[config.mk]
export PLATFORM = sky130hd
export DESIGN_NAME = time_init_sequencer
export DESIGN_NICKNAME = d
export VERILOG_FILES = /design/src/rtl/time_init_sequencer.sv
export SDC_FILE = /design/constraint.sdc
export NUM_CORES = 1
export LEC_CHECK = 0
export ABC_AREA = 1
export BUFFER_PORTS_ARGS = -buffer_cell sky130_fd_sc_hd__buf_2
export CELL_PAD_IN_SITES_DETAIL_PLACEMENT = 1
export CELL_PAD_IN_SITES_GLOBAL_PLACEMENT = 1
export CORE_UTILIZATION = 31
export DETAILED_ROUTE_END_ITERATION = 10
export HOLD_SLACK_MARGIN = 0.06
export PLACE_DENSITY = 0.76
export SLEW_MARGIN = 20
export SYNTH_ARGS = -nofsm -noshare
export SYNTH_HDL_FRONTEND = slang
export SYNTH_SLANG_ARGS = --single-unit
[constraint.sdc]
create_clock -name pclk -period 1.65 [get_ports pclk]
set_clock_uncertainty 0.15 [all_clocks]
set_input_delay 0.2475 -clock pclk [delete_from_list [all_inputs] [get_ports pclk]]
set_output_delay 0.2475 -clock pclk [all_outputs]
set_load 0.03 [all_outputs]
[src/rtl/time_init_sequencer.sv]
// Time-scale init sequencer: latches a requested time set, waits a programmable
// number of epoch pulses, then holds the init-write flags for exactly one load epoch.
// Optional PPS alignment (WAIT_PPS state, pps_align/sec_pulse ports) under TIME_INIT_PPS_ALIGN_EN.
module time_init_sequencer #(
  parameter  int unsigned DLY_WIDTH = 8,
  localparam int unsigned CP_W      = 32,
  localparam int unsigned CHIP_W    = 24,
  localparam int unsigned SYMB_W    = 5,
  localparam int unsigned EPOCH_W   = 10,
  localparam int unsigned TOW_W     = 20
) (
  input  logic                 pclk,
  input  logic                 reset,
  input  logic                 req,
  input  logic                 cancel,
  input  logic [DLY_WIDTH-1:0] epoch_dly,
  input  logic [2:0]           load_mask,
  input  logic [CP_W-1:0]      code_phase_in,
  input  logic [CHIP_W-1:0]    chip_in,
  input  logic [SYMB_W-1:0]    symb_in,
  input  logic [EPOCH_W-1:0]   epoch_in,
  input  logic [TOW_W-1:0]     tow_in,
`ifdef TIME_INIT_PPS_ALIGN_EN
  input  logic                 pps_align,
  input  logic                 sec_pulse,
`endif
  input  logic                 epoch_pulse,
  output logic                 ack,
  output logic                 busy,
  output logic                 done,
  output logic [1:0]           state,
  output logic                 code_phase_init_wr,
  output logic                 chip_and_symb_init_wr,
  output logic                 epoch_and_tow_init_wr,
  output logic [CP_W-1:0]      code_phase_init,
  output logic [CHIP_W-1:0]    chip_counter_init,
  output logic [SYMB_W-1:0]    symb_counter_init,
  output logic [EPOCH_W-1:0]   epoch_counter_init,
  output logic [TOW_W-1:0]     tow_counter_init
);

  typedef enum logic [1:0] {
    IDLE     = 2'd0,
    ARMED    = 2'd1,
    LOAD     = 2'd2,
    WAIT_PPS = 2'd3
  } state_t;

  state_t               state_q, state_d;
  logic [DLY_WIDTH-1:0] cnt_q, cnt_d;
  logic [2:0]           mask_q;
  logic [2:0]           flags_d;
  logic                 ack_d, done_d, busy_d, accept;

  assign state = state_q;

  // Next-state and registered-output logic
  always_comb begin
    state_d = state_q;
    cnt_d   = cnt_q;
    ack_d   = 1'b0;
    done_d  = 1'b0;
    accept  = 1'b0;
    case (state_q)
      IDLE: begin
        if (req) begin
          accept  = 1'b1;
          ack_d   = 1'b1;
          cnt_d   = epoch_dly;
          state_d = ARMED;
`ifdef TIME_INIT_PPS_ALIGN_EN
          if (pps_align) state_d = WAIT_PPS;
`endif
        end
      end
      WAIT_PPS: begin
`ifdef TIME_INIT_PPS_ALIGN_EN
        // cnt still holds the latched delay; it is not touched while waiting
        if (cancel)         state_d = IDLE;
        else if (sec_pulse) state_d = ARMED;
`else
        state_d = IDLE;
`endif
      end
      ARMED: begin
        // The pulse seen during the ack cycle belongs to the acceptance and is not counted
        if (cancel) begin
          state_d = IDLE;
        end else if (cnt_q == '0) begin
          state_d = LOAD;
        end else if (epoch_pulse && !ack) begin
          cnt_d = cnt_q - DLY_WIDTH'(1);
          if (cnt_q == DLY_WIDTH'(1)) state_d = LOAD;
        end
      end
      LOAD: begin
        if (cancel) begin
          state_d = IDLE;
        end else if (epoch_pulse) begin
          done_d  = 1'b1;
          state_d = IDLE;
        end
      end
      default: state_d = IDLE;
    endcase
    busy_d  = (state_d != IDLE);
    flags_d = (state_d == LOAD) ? mask_q : 3'b000;
  end

  always_ff @(posedge pclk) begin
    if (reset) begin
      state_q               <= IDLE;
      cnt_q                 <= '0;
      mask_q                <= 3'b000;
      ack                   <= 1'b0;
      done                  <= 1'b0;
      busy                  <= 1'b0;
      code_phase_init_wr    <= 1'b0;
      chip_and_symb_init_wr <= 1'b0;
      epoch_and_tow_init_wr <= 1'b0;
      code_phase_init       <= '0;
      chip_counter_init     <= '0;
      symb_counter_init     <= '0;
      epoch_counter_init    <= '0;
      tow_counter_init      <= '0;
    end else begin
      state_q               <= state_d;
      cnt_q                 <= cnt_d;
      ack                   <= ack_d;
      done                  <= done_d;
      busy                  <= busy_d;
      code_phase_init_wr    <= flags_d[0];
      chip_and_symb_init_wr <= flags_d[1];
      epoch_and_tow_init_wr <= flags_d[2];
      if (accept) begin
        mask_q             <= load_mask;
        code_phase_init    <= code_phase_in;
        chip_counter_init  <= chip_in;
        symb_counter_init  <= symb_in;
        epoch_counter_init <= epoch_in;
        tow_counter_init   <= tow_in;
      end
    end
  end

endmodule

; ---- Word level (Yosys, flattened, before mapping)
; Cells that the tools add are included.
[word_totals]
regBits = 110
[classes]
eq_ne = 9
muxes = 16
reduce_logical = 9
add_sub_neg = 1
bitwise = 2
[op_table]
columns = cell, n
row1 = 8-bit two-way mux, 4
row2 = 8-bit one-hot mux with 2 select lines, 1
row3 = 2-bit two-way mux, 7
row4 = "8-bit by 1-bit equality test with 1-bit output, second input constant", 1
row5 = 8-bit zero test, 1
row6 = "2-bit inequality test, second input constant", 4
row7 = 2-bit one-hot mux with 4 select lines, 1
row8 = "8-bit by 1-bit subtractor with 8-bit output, second input constant", 1
row9 = "2-bit equality test, second input constant", 3
row10 = 5-bit AND reduction, 1
row11 = 2-bit nonzero test, 2
row12 = 1-bit two-way mux, 3
row13 = 3-bit OR reduction, 1
row14 = "2-bit by 1-bit equality test with 1-bit output, second input constant", 1
row15 = 2-bit zero test, 1
row16 = 1-bit NOT, 2
row17 = 2-bit OR reduction, 1
row18 = 1-bit logical AND, 1
row19 = 1-bit zero test, 1

; ---- Logic depth before layout (Yosys ltp)
[depth]
word_depth = 9
ltp_mapped = 10
ltp_nobuf = 10

; ---- Worst setup path before layout
; OpenSTA, ideal clock, no wires.
[synth_path]
kind = register to register
start = register state_q[0] (netlist: state[0])
end = register cnt_q[7]
synth_period_minus_slack_ns = 1.513
n_path_buf = 0
path_stages_with_launch = 8
arrival_time_ns = 1.253
slack_ns = 0.137
t_required_ns = 1.389
cell_sequence = dfxtp_1 nand2_1 nor2_4 nand3_4 nand2_4 inv_4 nor2_2 nor2_1
[synth_via]
elab_chain_len = 3
elab_cells_between_ends = 9
[synth_lines]
columns = item, line
row1 = start: declaration, 49  ; state_t state_q, state_d;
row2 = start signal: assignment, 127  ; state_q <= state_d;
row3 = 2-bit by 1-bit equality test with 1-bit output / 2-bit zero test (equally long branches), 64  ; case (state_q)
row4 = 2-bit inequality test (no line) / 2-bit nonzero test (equally long branches), -
row5 = 5-bit AND reduction (no line), -
row6 = end signal: assignment, 128  ; cnt_q <= cnt_d;
row7 = end: declaration, 50  ; logic [DLY_WIDTH-1:0] cnt_q, cnt_d;
; Several ways; a longest one is shown, not always the timed one.
; A chain may end at the register's enable or synchronous reset.

; ---- Worst setup path in the final report
[layout_path]
start = register cnt_q[0]
end = register cnt_q[5]
[layout_via]
elab_chain_len = 5
elab_cells_between_ends = 8
[layout_lines]
columns = item, line
row1 = 8-bit by 1-bit subtractor with 8-bit output, 92  ; cnt_d = cnt_q - DLY_WIDTH'(1);
row2 = 8-bit two-way mux, 91  ; end else if (epoch_pulse && !ack) begin
row3 = 8-bit two-way mux, 89  ; end else if (cnt_q == '0) begin
row4 = 8-bit two-way mux, 87  ; if (cancel) begin
row5 = 8-bit one-hot mux with 2 select lines, 64
; Several ways; a longest one is shown, not always the timed one. The select of a mux whose other input is x is not followed.

==> metrics.txt <==
top cell type's share of synthesized area=52.88%; Synthesized Nets=665; Clock Power Share=around a third; Layout Nets=around 960; Congestion Overflow GR=0; setup tns final=0 ns; first-pass GRT wire length=between 20000 and 30000 um; worst slew pin tran=about 0.48 ns; IO Count=between 200 and 250; DR WL met2=~8400 um; placed insts=roughly 900; Die ar.=0.01390 mm^2; DR pass1 iterations=4; wire per inst=16.17 um; Met1 Wirelength=approximately 6500 um; Sink Count=between 100 and 150; run status=finished clean; layout cell share with drive strength beyond 1=29.98%; Root Driver=clkbuf_16; post-synth cell types=24; CTS tree=yes; average size of a mapped cell=7.503 um^2; CTS Buffer Depth=2; largest net degree at the start of global routing=63; Synth-to-Final Area Change=60.97%; CP Data Arrival Time=roughly 1.7 ns; sw frac=32.25%; biggest area consumer among synthesized cells=dfxtp_1; Fin Hold WS=0.07815 ns; DRC=0; flops & latches, synth=110; HPWL after detailed placement=approximately 9500 um; core area=approximately 0.013 mm^2; Worst Hold Class=input port to flop; Switch Pwr=between 2 and 2.5 mW; max layer used=met4; synthesis warning total=0; Initial Utilization=32.34%; synth top area cells=dfxtp_1 (53%), nor2_1 (19%), o21ai_0 (10%); detailed-routed wire length on met3=roughly 1200 um; clk slew on worst S/H paths=0.07 ns; Placement Rows=41; Routed WL=around 17000 um; gr usage total=between 20% and 30%; CP Launch Type=flop; final worst path period share=a little over nine tenths; Clk Latency, worst-skew pair=0.35 ns; CP max FO=7; CP Capture Type=flop; Final ANT Viol Nets=0; Die Width=117.9 um; Pwr per Cell Area=around 1100 mW/mm^2; via count=4869; final cell count without fillers=around 1000; Setup Viol. Count Final=0; fin area=around 0.0067 mm^2; minimum clock period after layout=around 1.6 ns; Pins Over Slew Limit=0; WP data required=1.75 ns; vias per cell=between 4 and 5; Post-Syn Instances=555; vias in the first global route=around 5400; fmax=about 0.63 GHz; DRT iter0 DRCs=177; internal power=between 4 and 5 mW; Logic pwr share=roughly 25%; max cap viols=0; Die Y=between 100 and 150 um; routability cong.=about 0.85; Synth Cell Area=0.004164 mm^2; P_leak=3.310 nW; Max IR drop VDD=between 0.5 and 0.6 mV; Max transition margin=between 60% and 70%; critical path class=flop to flop; Hold Violations, Final=0; Port-buffer cells=~210; Seq/Total Area, Yosys=52.88%; H-tree depth=3; Seq pwr share=42.6%; initial antenna violation count=1; Cell Area, Placed=between 0.005 and 0.006 mm^2; TritonCTS buffer count=9
[logic make-up (layout without fill, tap and decap cells)]
group	count (synthesis)	count (layout)	synth area share [%]
and+or+nand+nor	282	283	27.31
DFF	110	110	52.88
AOI/OAI and AO/OA	104	104	12.50
buffers and inverters	56	354	6.400
adders and majority gates	3	3	0.9015
other	0	1	0
[final cells by class]
| class | count | area, um^2 |
|---|---|---|
| timing repair buffer | 314 | 2162 |
| multi-input combinational | 390 | 1710 |
| antenna | 1 | 2.502 |
| inverter | 24 | 96.34 |
| clock inverter | 4 | 52.55 |
| fill | 1612 | 6173 |
| clock buffer | 12 | 256.5 |
| sequential | 110 | 2207 |
| tap | 172 | 215.2 |
[path summary, 6_finish.rpt]
| check | start | end | slack, ns | cells past startpoint |
|---|---|---|---|---|
| hold reg to reg | mask_q[2]$_SDFFE_PP0P_ | epoch_and_tow_init_wr$_SDFF_PP0_ | 0.30 | 2 |
| hold / removal | epoch_dly[7] | cnt_q[7]$_SDFFE_PP0P_ | 0.08 | 5 |
| setup / recovery | cnt_q[0]$_SDFFE_PP0P_ | cnt_q[5]$_SDFFE_PP0P_ | 0.07 | 10 |
| setup reg to reg | cnt_q[0]$_SDFFE_PP0P_ | cnt_q[5]$_SDFFE_PP0P_ | 0.07 | 10 |
[per-layer routing]
metal  global-route usage [%]  vias up
met5                        0        -
met4                    11.22        0
met3                    6.783       37
met2                    43.75      191
met1                    25.73     2299
li1                         -     2342
[worst max-delay path, stage by stage, from the launching register on]
cell and delay, ns:
dfxtp_4 0.38, inv_4 0.05, ha_1 0.20, inv_1 0.07, nor2_2 0.05, nand2_2 0.12, nand3_4 0.13, nand2_4 0.11
inv_4 0.06, nor2_1 0.10, nor2_1 0.06
[registers in the layout, summed over array words and instances (netlist names), 2 cells and up]
name	cells
code_phase_init	32
chip_counter_init	24
tow_counter_init	20
epoch_counter_init	10
cnt_q	8
symb_counter_init	5
mask_q	3
state	2
[synthesized netlist by cell type (all sizes together)]
| library cell | count |
|---|---|
| clkbuf | 16 |
| nor2 | 217 |
| buf | 16 |
| clkinv | 2 |
| ha | 3 |
| o21ai | 100 |
| nand4 | 1 |
| nand2 | 44 |
| dfxtp | 110 |
| a21oi | 4 |
| nor4 | 1 |
| inv | 22 |
| nand3 | 19 |
[power by group through the flow]
stage / registers (mW) / logic, mW / clock network (mW)
2_1_floorplan: 3.47 / 0.598 / 0
3_3_place_gp: 3.06 / 1.49 / 0
3_5_place_dp: 3.07 / 1.54 / 0
4_1_cts: 3.01 / 1.74 / 2.34
5_1_grt: 3.06 / 1.94 / 2.44
6_report: 3.03 / 1.79 / 2.29
[through the flow]
stage	setup slack, ns	power (mW)	utilization, %
after global routing	-0.01649	7.427	52.06
after floorplan	0.1366	4.065	-
after detailed placement	0.02027	4.616	41.86
final	0.06739	7.105	52.06
after global placement	0.1306	4.552	41.86
after CTS	0.01997	7.093	51.89
[repair_timing]
| action | CTS | global route |
|---|---|---|
| gates cloned | 1 | 0 |
| setup buffers | 0 | 1 |
| hold endpoints to repair | 97 | 0 |
| endpoints found under the setup margin | 2 | 14 |
| hold buffers | 97 | 0 |
| gates resized for setup | 1 | 7 |
| pin swaps | 0 | 0 |
[placed cells by master (no fill, tap or decap), types with 2 or more instances in the layout]
cell type | synthesis | final
ha_1 | 3 | 3
buf_2 | 9 | 205
clkbuf_16 | 0 | 9
nand2_2 | 2 | 4
clkbuf_8 | 0 | 2
nand2_4 | 2 | 2
nand2_1 | 40 | 38
o21ai_1 | 16 | 16
clkinv_2 | 1 | 2
buf_12 | 0 | 6
o21ai_0 | 84 | 84
dlygate4sd3_1 | 0 | 97
nor2_1 | 212 | 212
inv_1 | 16 | 14
inv_2 | 5 | 6
dfxtp_1 | 110 | 108
nor2_2 | 4 | 4
buf_4 | 3 | 6
a21oi_1 | 4 | 4
inv_4 | 1 | 2
nand3_1 | 18 | 18
Note: power is estimated with default switching activity, not from simulation.
